==> src/rtl/seg7_if.sv <==
`default_nettype none
// seg7_if: datapath-to-display bundle for seg7_scan_driver (digit codes in, display pins out).
// Revision: 1.0
interface seg7_if #(
  parameter int NUM_DIGITS = 8
);
  logic                    en;
  logic [4*NUM_DIGITS-1:0] data;
  logic [NUM_DIGITS-1:0]   dp_in;
  logic [NUM_DIGITS-1:0]   digit_mask;
  logic [6:0]              seg;
  logic                    dp;
  logic [NUM_DIGITS-1:0]   an;
  logic                    frame_tick;

  modport master (
    output en, data, dp_in, digit_mask,
    input  seg, dp, an, frame_tick
  );

  modport slave (
    input  en, data, dp_in, digit_mask,
    output seg, dp, an, frame_tick
  );
endinterface
`default_nettype wire

==> src/rtl/seg7_scan_driver.sv <==
`default_nettype none
// seg7_scan_driver: frame-buffered, blank-windowed multiplexer for an N-digit common-anode display.
// Optional SEG7_LEADING_ZERO_BLANK_EN hides leading zeros at frame load. Revision: 1.0
module seg7_scan_driver #(
  parameter int NUM_DIGITS   = 8,
  parameter int SCAN_DIV     = 100000,
  parameter int BLANK_CYCLES = 8
) (
  input  wire logic clk,
  input  wire logic rst_n,
  seg7_if.slave     bus
);
  localparam int PW = (SCAN_DIV > 1) ? $clog2(SCAN_DIV) : 1;
  localparam int IW = (NUM_DIGITS > 1) ? $clog2(NUM_DIGITS) : 1;
  localparam logic [PW-1:0] PRESC_MAX   = PW'(SCAN_DIV - 1);
  localparam logic [PW-1:0] PRESC_BLANK = PW'(BLANK_CYCLES);
  localparam logic [IW-1:0] IDX_MAX     = IW'(NUM_DIGITS - 1);

  typedef enum logic {IDLE = 1'b0, SCAN = 1'b1} state_t;

  state_t                state, state_next;
  logic [PW-1:0]         presc;
  logic [IW-1:0]         idx;
  logic [3:0]            sh_data [NUM_DIGITS];
  logic [NUM_DIGITS-1:0] sh_dp;
  logic [NUM_DIGITS-1:0] sh_mask;
  logic [NUM_DIGITS-1:0] load_mask;
  logic                  en;
  logic                  load;
  logic                  slot_end;
  logic                  frame_end;
  logic                  lit;
  logic [6:0]            seg_q;
  logic                  dp_q;
  logic [NUM_DIGITS-1:0] an_q;
  logic                  tick_q;

  assign en             = bus.en;
  assign bus.seg        = seg_q;
  assign bus.dp         = dp_q;
  assign bus.an         = an_q;
  assign bus.frame_tick = tick_q;

  function automatic logic [6:0] glyph(input logic [3:0] code);
    case (code)
      4'h0:    glyph = 7'b0000001;
      4'h1:    glyph = 7'b1001111;
      4'h2:    glyph = 7'b0010010;
      4'h3:    glyph = 7'b0000110;
      4'h4:    glyph = 7'b1001100;
      4'h5:    glyph = 7'b0100100;
      4'h6:    glyph = 7'b0100000;
      4'h7:    glyph = 7'b0001111;
      4'h8:    glyph = 7'b0000000;
      4'h9:    glyph = 7'b0001100;
      4'hA:    glyph = 7'b0001000;
      4'hB:    glyph = 7'b0011000;
      default: glyph = 7'b1111111;
    endcase
  endfunction

`ifdef SEG7_LEADING_ZERO_BLANK_EN
  // Walk from the top digit down; once a nonzero code or a lit dp is seen, everything below stays visible.
  always_comb begin
    logic seen;
    seen      = 1'b0;
    load_mask = '0;
    for (int i = NUM_DIGITS - 1; i >= 0; i--) begin
      seen         = seen | (bus.data[4*i +: 4] != 4'h0) | bus.dp_in[i];
      load_mask[i] = bus.digit_mask[i] & (seen | (i == 0));
    end
  end
`else
  assign load_mask = bus.digit_mask;
`endif

  always_ff @(posedge clk) begin
    if (!rst_n) state <= IDLE;
    else        state <= state_next;
  end

  always_comb begin
    state_next = state;
    load       = 1'b0;
    slot_end   = (presc == PRESC_MAX);
    frame_end  = slot_end && (idx == IDX_MAX);
    case (state)
      IDLE: begin
        if (en) begin
          state_next = SCAN;
          load       = 1'b1;
        end
      end
      SCAN: begin
        if (!en)            state_next = IDLE;
        else if (frame_end) load       = 1'b1;
      end
      default: state_next = IDLE;
    endcase
    // Dropping en darkens the pins on the very edge that leaves SCAN.
    lit = (state == SCAN) && en && (presc >= PRESC_BLANK) && sh_mask[idx];
  end

  always_ff @(posedge clk) begin
    if (!rst_n) begin
      presc   <= '0;
      idx     <= '0;
      sh_dp   <= '0;
      sh_mask <= '0;
      tick_q  <= 1'b0;
      for (int i = 0; i < NUM_DIGITS; i++) sh_data[i] <= 4'h0;
    end else begin
      tick_q <= load;
      if (load) begin
        for (int i = 0; i < NUM_DIGITS; i++) sh_data[i] <= bus.data[4*i +: 4];
        sh_dp   <= bus.dp_in;
        sh_mask <= load_mask;
      end
      if (state != SCAN || state_next != SCAN) begin
        presc <= '0;
        idx   <= '0;
      end else if (slot_end) begin
        presc <= '0;
        idx   <= frame_end ? '0 : idx + 1'b1;
      end else begin
        presc <= presc + 1'b1;
      end
    end
  end

  always_ff @(posedge clk) begin
    if (!rst_n || !lit) begin
      seg_q <= 7'b1111111;
      dp_q  <= 1'b1;
      an_q  <= '1;
    end else begin
      seg_q <= glyph(sh_data[idx]);
      dp_q  <= ~sh_dp[idx];
      an_q  <= ~(NUM_DIGITS'(1) << idx);
    end
  end
endmodule
`default_nettype wire

==> src/flat_wrapper.sv <==
// flat-port wrapper written by rule: the top's interface ports become plain ports
module seg7_scan_driver_flat 
#(
  parameter int NUM_DIGITS   = 8,
  parameter int SCAN_DIV     = 100000,
  parameter int BLANK_CYCLES = 8
)
  (clk, rst_n, bus_en, bus_data, bus_dp_in, bus_digit_mask, bus_seg, bus_dp, bus_an, bus_frame_tick);
  seg7_if #(.NUM_DIGITS(NUM_DIGITS)) bus_i ();
  input  wire logic clk;
  input  wire logic rst_n;
  input wire logic [$bits(bus_i.en)-1:0] bus_en;
  input wire logic [$bits(bus_i.data)-1:0] bus_data;
  input wire logic [$bits(bus_i.dp_in)-1:0] bus_dp_in;
  input wire logic [$bits(bus_i.digit_mask)-1:0] bus_digit_mask;
  output wire logic [$bits(bus_i.seg)-1:0] bus_seg;
  output wire logic [$bits(bus_i.dp)-1:0] bus_dp;
  output wire logic [$bits(bus_i.an)-1:0] bus_an;
  output wire logic [$bits(bus_i.frame_tick)-1:0] bus_frame_tick;
  assign bus_i.en = bus_en;
  assign bus_i.data = bus_data;
  assign bus_i.dp_in = bus_dp_in;
  assign bus_i.digit_mask = bus_digit_mask;
  assign bus_seg = bus_i.seg;
  assign bus_dp = bus_i.dp;
  assign bus_an = bus_i.an;
  assign bus_frame_tick = bus_i.frame_tick;
  seg7_scan_driver #(.NUM_DIGITS(NUM_DIGITS), .SCAN_DIV(SCAN_DIV), .BLANK_CYCLES(BLANK_CYCLES)) u_core (.clk(clk), .rst_n(rst_n), .bus(bus_i));
endmodule
==> config.mk <==
export PLATFORM = sky130hd
export DESIGN_NAME = seg7_scan_driver_flat
export DESIGN_NICKNAME = d
export VERILOG_FILES = /design/src/rtl/seg7_if.sv /design/src/rtl/seg7_scan_driver.sv /design/src/flat_wrapper.sv
export SDC_FILE = /design/constraint.sdc
export NUM_CORES = 1
export LEC_CHECK = 0
export CAP_MARGIN = 25
export CORE_ASPECT_RATIO = 1.25
export CORE_MARGIN = 2
export CORE_UTILIZATION = 52
export CTS_CLUSTER_SIZE = 8
export DETAILED_ROUTE_END_ITERATION = 8
export GPL_ROUTABILITY_DRIVEN = 0
export PLACE_DENSITY = 0.8
export RECOVER_POWER = 100
export SYNTH_ARGS = -nofsm -noshare
export SYNTH_HDL_FRONTEND = slang
export SYNTH_SLANG_ARGS = --single-unit
export TNS_END_PERCENT = 10
==> constraint.sdc <==
create_clock -name clk -period 3.5 [get_ports clk]
set_input_delay 0.525 -clock clk [delete_from_list [all_inputs] [get_ports clk]]
set_output_delay 0.525 -clock clk [all_outputs]
set_load 0.01 [all_outputs]
==> flow_metrics.py <==
metrics = {
    "critical_path": {
        "critPathSlowestCell": "o311a_1",
        "rr_endpoint": "u_core.sh_data[3][0]$_SDFFCE_PN0P_",
        "r2r_slack_ps": 650,
        "worstPathCellList": "ha_1 -> and4_1 -> nand2_1 -> o311a_1 -> inv_1 -> clkbuf_2",
        "reg2reg_depth": 6,
        "cp.depth": 6,
        "setup.worst_path.start_class": "register",
        "crit_path_end_kind": "register",
        "worstPathRequired_ps": 3470,
        "crit_fanout": 32,
        "critPathKind": "register to register",
        "rr_startpoint": "u_core.presc[0]$_SDFF_PP0_",
        "worst-path-buf-inv": 2,
        "crit_path_max_incr_delay_ps": 630,
        "cp_top_family": "buffers and inverters",
        "cp.arrival_ps": 2820,
    },
    "cells_and_area": {
        "syn_to_final_growth_pct": 25.52,
        "drive_gt1_frac": 0.1005,
        "final_nets": 448,
        "final_cells": 478,
        "layout_commonest_cell": "dfxtp_1",
        "final.fill_count": 558,
        "most-common-layout-cells": "57 x dfxtp_1, 49 x clkdlybuf4s50_1, 32 x edfxtp_1",
        "n_antenna_cell": 0,
    },
    "timing": {
        "final_max_slew_viol_count": 0,
        "timing.fmax_ghz": 0.3508,
        "rsz0062_at_grt": "false",
        "slew_headroom": 0.4926,
        "fin_crit_sh": 0.8144,
        "finClkSkew_ps": 11.57,
        "period_minus_slack_ps": 2850,
        "finalSetupTns_ps": 0,
        "hold_viol": 0,
        "setup-violations-final": 0,
        "tightestPinTransition_ps": 761.1,
    },
    "drt": {
        "routed_wl_um": 7142,
        "vias": 2562,
        "drt-vias-per-instance": 5.360,
        "wl_per_cell_um": 14.94,
        "ant_nets": 0,
        "drc_errors": 0,
        "drtPass1Iterations": 4,
        "drt_iter0_drc": 117,
    },
    "power": {
        "p_leak_nw": 1.630,
        "p_per_area_nw_per_um2": 433.3,
        "sw_frac_of_total": 0.2142,
        "power_frac_clock": 0.379,
        "power.internal_w": 0.001613,
        "netSwitchingPower_w": 0.0004397,
        "comb_power_share": 0.072,
        "peakVddDrop_mv": 0.2977,
        "p_seq_frac": 0.549,
    },
    "floorplan": {
        "core_area_um2": 7019,
        "die_w_um": 80.21,
        "num_rows": 34,
        "dieArea_um2": 7961,
        "start_util": 0.5378,
        "fp.dieH_um": 99.26,
        "ios": 68,
    },
    "cts": {
        "cts_inserted_buffers": 9,
        "cts.sinks": 89,
        "postCtsResizedCells": 0,
        "cts_setup_buffers": 0,
        "path_clk_slew_ps": 80,
        "ctsHoldBuffers": 0,
        "clock-root-buffer": "clkbuf_8",
        "insertion_delay_ps": 350,
        "cts_tree": "done",
        "h-tree-depth": 3,
        "clock_path_buffers": 2,
    },
    "grt": {
        "antenna_found_initial": 0,
        "grt_pass1_wl_um": 11830,
        "grt_overflow": 0,
        "first_global_vias": 2549,
        "grt_max_degree": 42,
        "track_usage": 0.1943,
    },
    "yosys": {
        "synth_cell_types": 36,
        "ys_ff_latch": 89,
        "synth_cells": 314,
        "synth_area_um2": 3775,
        "synth_area_per_cell_um2": 12.02,
        "ys_seq_area_frac": 0.5568,
        "synth_warnings": 0,
        "syn-num-nets": 379,
    },
    "job": {
        "cap_violations": 0,
    },
    "hold_path": {
        "min_path_cells": 1,
        "hold_path.class": "register to register",
        "min-delay-start": "u_core.sh_mask[1]$_SDFFE_PN0P_",
        "hold-path-endpoint": "u_core.sh_mask[1]$_SDFFE_PN0P_",
    },
    "place": {
        "dp.cells": 462,
        "port_buffers": 67,
        "dp_hpwl_um": 5323,
    },
    "outcome": {
        "status": "completed",
    },
}
==> state kept, by name, summed over array words and instances (netlist names), named ones only <==
register,cells
u_core.bus.dp,1
u_core.presc,17
u_core.bus.frame_tick,1
u_core.idx,3
u_core.bus.seg,7
u_core.sh_mask,8
u_core.bus.an,8
u_core.state,1
u_core.sh_dp,8
u_core.sh_data,32
==> through the flow <==
step	cell area (µm²)	total power (W)	hold slack, ps	setup WS (ps)	util
finish	4738	0.002053	481.6	649.8	0.6750
global route	4738	0.002122	495.8	465.5	0.6750
detailed placement	4526	0.001300	464.2	944.9	0.6447
CTS	4748	0.002073	485.6	910.9	0.6765
floorplan	3775	0.001222	441.1	888.4	-
global placement	4518	0.001295	456.3	1016	0.6437
==> cell type report <==
cell class                 instances  area [µm²]  area share
clock buffer                       9       123.9     0.02614
clock inverter                     7       98.84     0.02086
inverter                          15       56.30     0.01188
multi-input combinational        197        1554      0.3280
sequential                        89        2102      0.4436
tap                               90       112.6     0.02377
timing repair buffer              71       690.7      0.1458
==> per-layer routing <==
metal | up-vias | global-route usage | part of all wire
met5 | - | 0 | 0
met4 | 0 | 0.08605 | 0.025
met3 | 14 | 0.02450 | 0.030
met2 | 51 | 0.3429 | 0.53
met1 | 1230 | 0.2350 | 0.42
li1 | 1267 | - | -
==> kinds of logic (layout without fill, tap and decap cells) <==
group                      after synthesis  count (layout)  share of synthesized area
muxes                                   21              21                    0.09778
and+or+nand+nor                        108             108                     0.1548
DFF                                     89              89                     0.5568
AOI/OAI and AO/OA                       42              42                    0.08187
xor gates and xnor gates                12              12                    0.02784
buffers and inverters                   28             102                    0.03447
adders and majority gates               14              14                    0.04640
==> worst register-to-register path, stage by stage (launching register included) <==
cell and delay (ps):
dfxtp_1 400, ha_1 250, and4_1 250, nand2_1 220, o311a_1 630, inv_1 120
clkbuf_2 600
==> how the worst max path moves through the flow <==
| stage | from | end |
|---|---|---|
| detailed placement | u_core.presc[0]$_SDFF_PP0_ | u_core.sh_data[6][0]$_SDFFCE_PN0P_ |
| finish | u_core.presc[0]$_SDFF_PP0_ | u_core.sh_data[3][0]$_SDFFCE_PN0P_ |
| floorplan | u_core.presc[0]$_SDFF_PP0_ | u_core.sh_data[0][0]$_SDFFCE_PN0P_ |
| global route | u_core.presc[0]$_SDFF_PP0_ | u_core.sh_data[2][0]$_SDFFCE_PN0P_ |
| CTS | u_core.presc[0]$_SDFF_PP0_ | u_core.sh_data[5][3]$_SDFFCE_PN0P_ |
| global placement | u_core.presc[0]$_SDFF_PP0_ | u_core.sh_data[7][0]$_SDFFCE_PN0P_ |
==> cells in the mapped netlist <==
library cell	n	area, µm²
a21oi_1	8	40.04
a22o_1	16	140.1
a32oi_1	2	17.52
and2_1	32	200.2
and4_1	3	26.28
buf_2	8	40.04
buf_6	2	22.52
clkbuf_1	3	11.26
dfxtp_1	57	1141
edfxtp_1	32	960.9
ha_1	14	175.2
inv_1	15	56.30
mux2_2	4	45.04
mux2i_1	4	40.04
mux2i_2	1	13.76
mux4_2	12	270.3
nand2_1	21	78.83
nand2b_1	1	6.260
nand3_1	7	35.03
nand3_2	1	10.01
nand4_1	4	25.02
nor2_1	16	60.06
nor3_1	10	50.05
nor4_1	4	25.02
nor4_2	1	12.51
o21a_1	2	15.01
o21ai_0	9	45.04
o21ba_2	1	10.01
o21bai_1	1	7.510
o311a_1	1	10.01
o31ai_1	1	7.510
o32ai_2	1	16.27
or3_1	4	25.02
or4_1	4	30.03
xnor2_1	7	61.31
xor2_1	5	43.79
==> power by group through the flow <==
stage,sequential [W],clock [W],combinational [W]
2_1_floorplan,0.00115,0,0.0000764
3_3_place_gp,0.00115,0,0.000147
3_5_place_dp,0.00115,0,0.000150
4_1_cts,0.00113,0.000796,0.000150
5_1_grt,0.00113,0.000829,0.000161
6_report,0.00113,0.000779,0.000148
Power figures use the tool's default switching activity.
==> variant, RTL diff (config.mk and constraints unchanged) <==
Build with the macro `SEG7_LEADING_ZERO_BLANK_EN` defined.
--- a/src/rtl/seg7_scan_driver.sv
+++ b/src/rtl/seg7_scan_driver.sv
@@ -1,6 +1,8 @@
 `default_nettype none
 // seg7_scan_driver: frame-buffered, blank-windowed multiplexer for an N-digit common-anode display.
 // Optional SEG7_LEADING_ZERO_BLANK_EN hides leading zeros at frame load. Revision: 1.0
+`define SEG7_LEADING_ZERO_BLANK_EN
+
 module seg7_scan_driver #(
   parameter int NUM_DIGITS   = 8,
   parameter int SCAN_DIV     = 100000,
Function: no difference found for any inputs over 10 cycles, from zero or initial values and one cycle with rst_n low; that may be too few to reach the edited logic, so the function may still have changed.
==> variant against the original RTL <==
  * Non-clock buffer count decreased by 3
  * Wire length increased by 15%
  * Power decreased by 3.7%
  * Count of clock-buffer cells in the layout unchanged
  * Cell area increased by 1.3%
  * Sequential cell count unchanged
  * Worst hold slack got worse by 0.0077 ns
  * Global-route usage increased by 1.7 points
  * Synthesized area increased by 3.3%
  * Setup slack improved by 0.081 ns
  * Sequential power about the same
  * Largest cell class unchanged
  * Largest power group unchanged
==> variant: results (changes against the original RTL) <==
metric;value;unit;change
run status;finished, final reports clean;;
maximum clock path buffer count;2;;unchanged
cell count after placement;481;;+4.1%
ratio of routed vias to standard cells;5.48;;+2.3%
post-detailed-routing wire length;8.18;mm;+15%
worst reg2reg startpoint;u_core.idx[0]$_SDFFE_PP0N_;;
filler cell count;547;;-2.0%
Avg Inst Size Synth;11.7;µm²;-2.9%
synthesis warning total;0;;unchanged
Detailed Place HPWL;6.09;mm;+14%
initial detailed-routing violation count;146;;+25%
Largest regs;u_core.sh_data: 32 flops, u_core.presc: 17 flops;;
register-to-register setup slack;0.73;ns;+0.08 ns
pre-CTS worst setup slack;0.915;ns;-0.0301 ns
vias in the first global route;2699;;+5.9%
Nets;465;;+3.8%
Commonest cells post-synth;sky130_fd_sc_hd__dfxtp_1, sky130_fd_sc_hd__and2_1, sky130_fd_sc_hd__edfxtp_1;;
maximum vdd drop;219;µV;-26%
syn nets;399;;+5.3%
instance area after placement;4610;µm²;+2.0%
hold slack;0.474;ns;-0.00766 ns
CTS Buf Count;9;;unchanged
area used by multi-input combinational logic;1660;µm²;+7.0%
total length of routed met3 wires;423;µm;+98%
leakage component of the power;1.69;nW;+3.7%
total length of routed met2 wires;4.33;mm;+15%
GRT met1 Usage;0.242;;+0.00702
first-pass GRT wire length;12.9;mm;+8.8%
post-cts gate resize count;0;;unchanged
end point of the critical path;u_core.sh_data[7][0]$_SDFFCE_PN0P_;;
slowest stage cell, crit path;sky130_fd_sc_hd__clkbuf_2;;
global routing usage on met2;0.375;;+0.0322
hold_sp;u_core.sh_mask[6]$_SDFFE_PN0P_;;
data arrival time of the critical path;2.75;ns;-0.07 ns
Distinct cells, synth;47;;+31%
CTS clk-pin slew, worst paths;0.08;ns;about the same
total routing resource utilization after global routing;0.211;;+0.0167
met1 WL;3.27;mm;+9.1%
worst slew margin relative to its limit;0.232;;-0.261
share of synthesized area occupied by flip-flops and latches;0.539;;-0.0179
highest routed metal layer;met4;;
proportion of layout cells with a drive suffix above 1;0.0864;;-0.0141
Setup Skew;0.00984;ns;-0.00173 ns
Worst Hold Path EP;u_core.sh_mask[6]$_SDFFE_PN0P_;;
met3 track demand over resource in global routing;0.0502;;+0.0257
variant: changes by cell type in the layout (fill, tap and decap cells not counted), sizes merged, moves of 3 or more:
cell    before  now
a32o         0    5
mux2         4    1
nor2        16   29
nand2       21   26
nor3        10    4
xor2         5   10
a22o        16   11
clkinv       0    3
nand4        4    7
a21oi        8    4
and2        32   36
inv         20   15
and3         0    4
variant: report_power, final:
part           internal (mW)  switching, mW  total (mW)
combinational         0.0929         0.0737       0.167
sequential              1.11         0.0147        1.13
clock                  0.329          0.354       0.683
variant: cells by family after synthesis:
group,Yosys count,synth area share
and+or+nand+nor,135,0.194
buffers and inverters,27,0.0337
muxes,19,0.0885
adders and majority gates,14,0.0449
DFF,89,0.539
xor gates and xnor gates,15,0.0337
AOI/OAI and AO/OA,35,0.0664
variant: layout make-up:
class                           count  area share
Clock buffer                        9      0.0258
Clock inverter                      7      0.0146
Sequential cell                    89       0.438
Inverter                           14      0.0109
Tap cell                           92      0.0240
Multi-Input combinational cell    218       0.346
Timing Repair Buffer               68       0.141
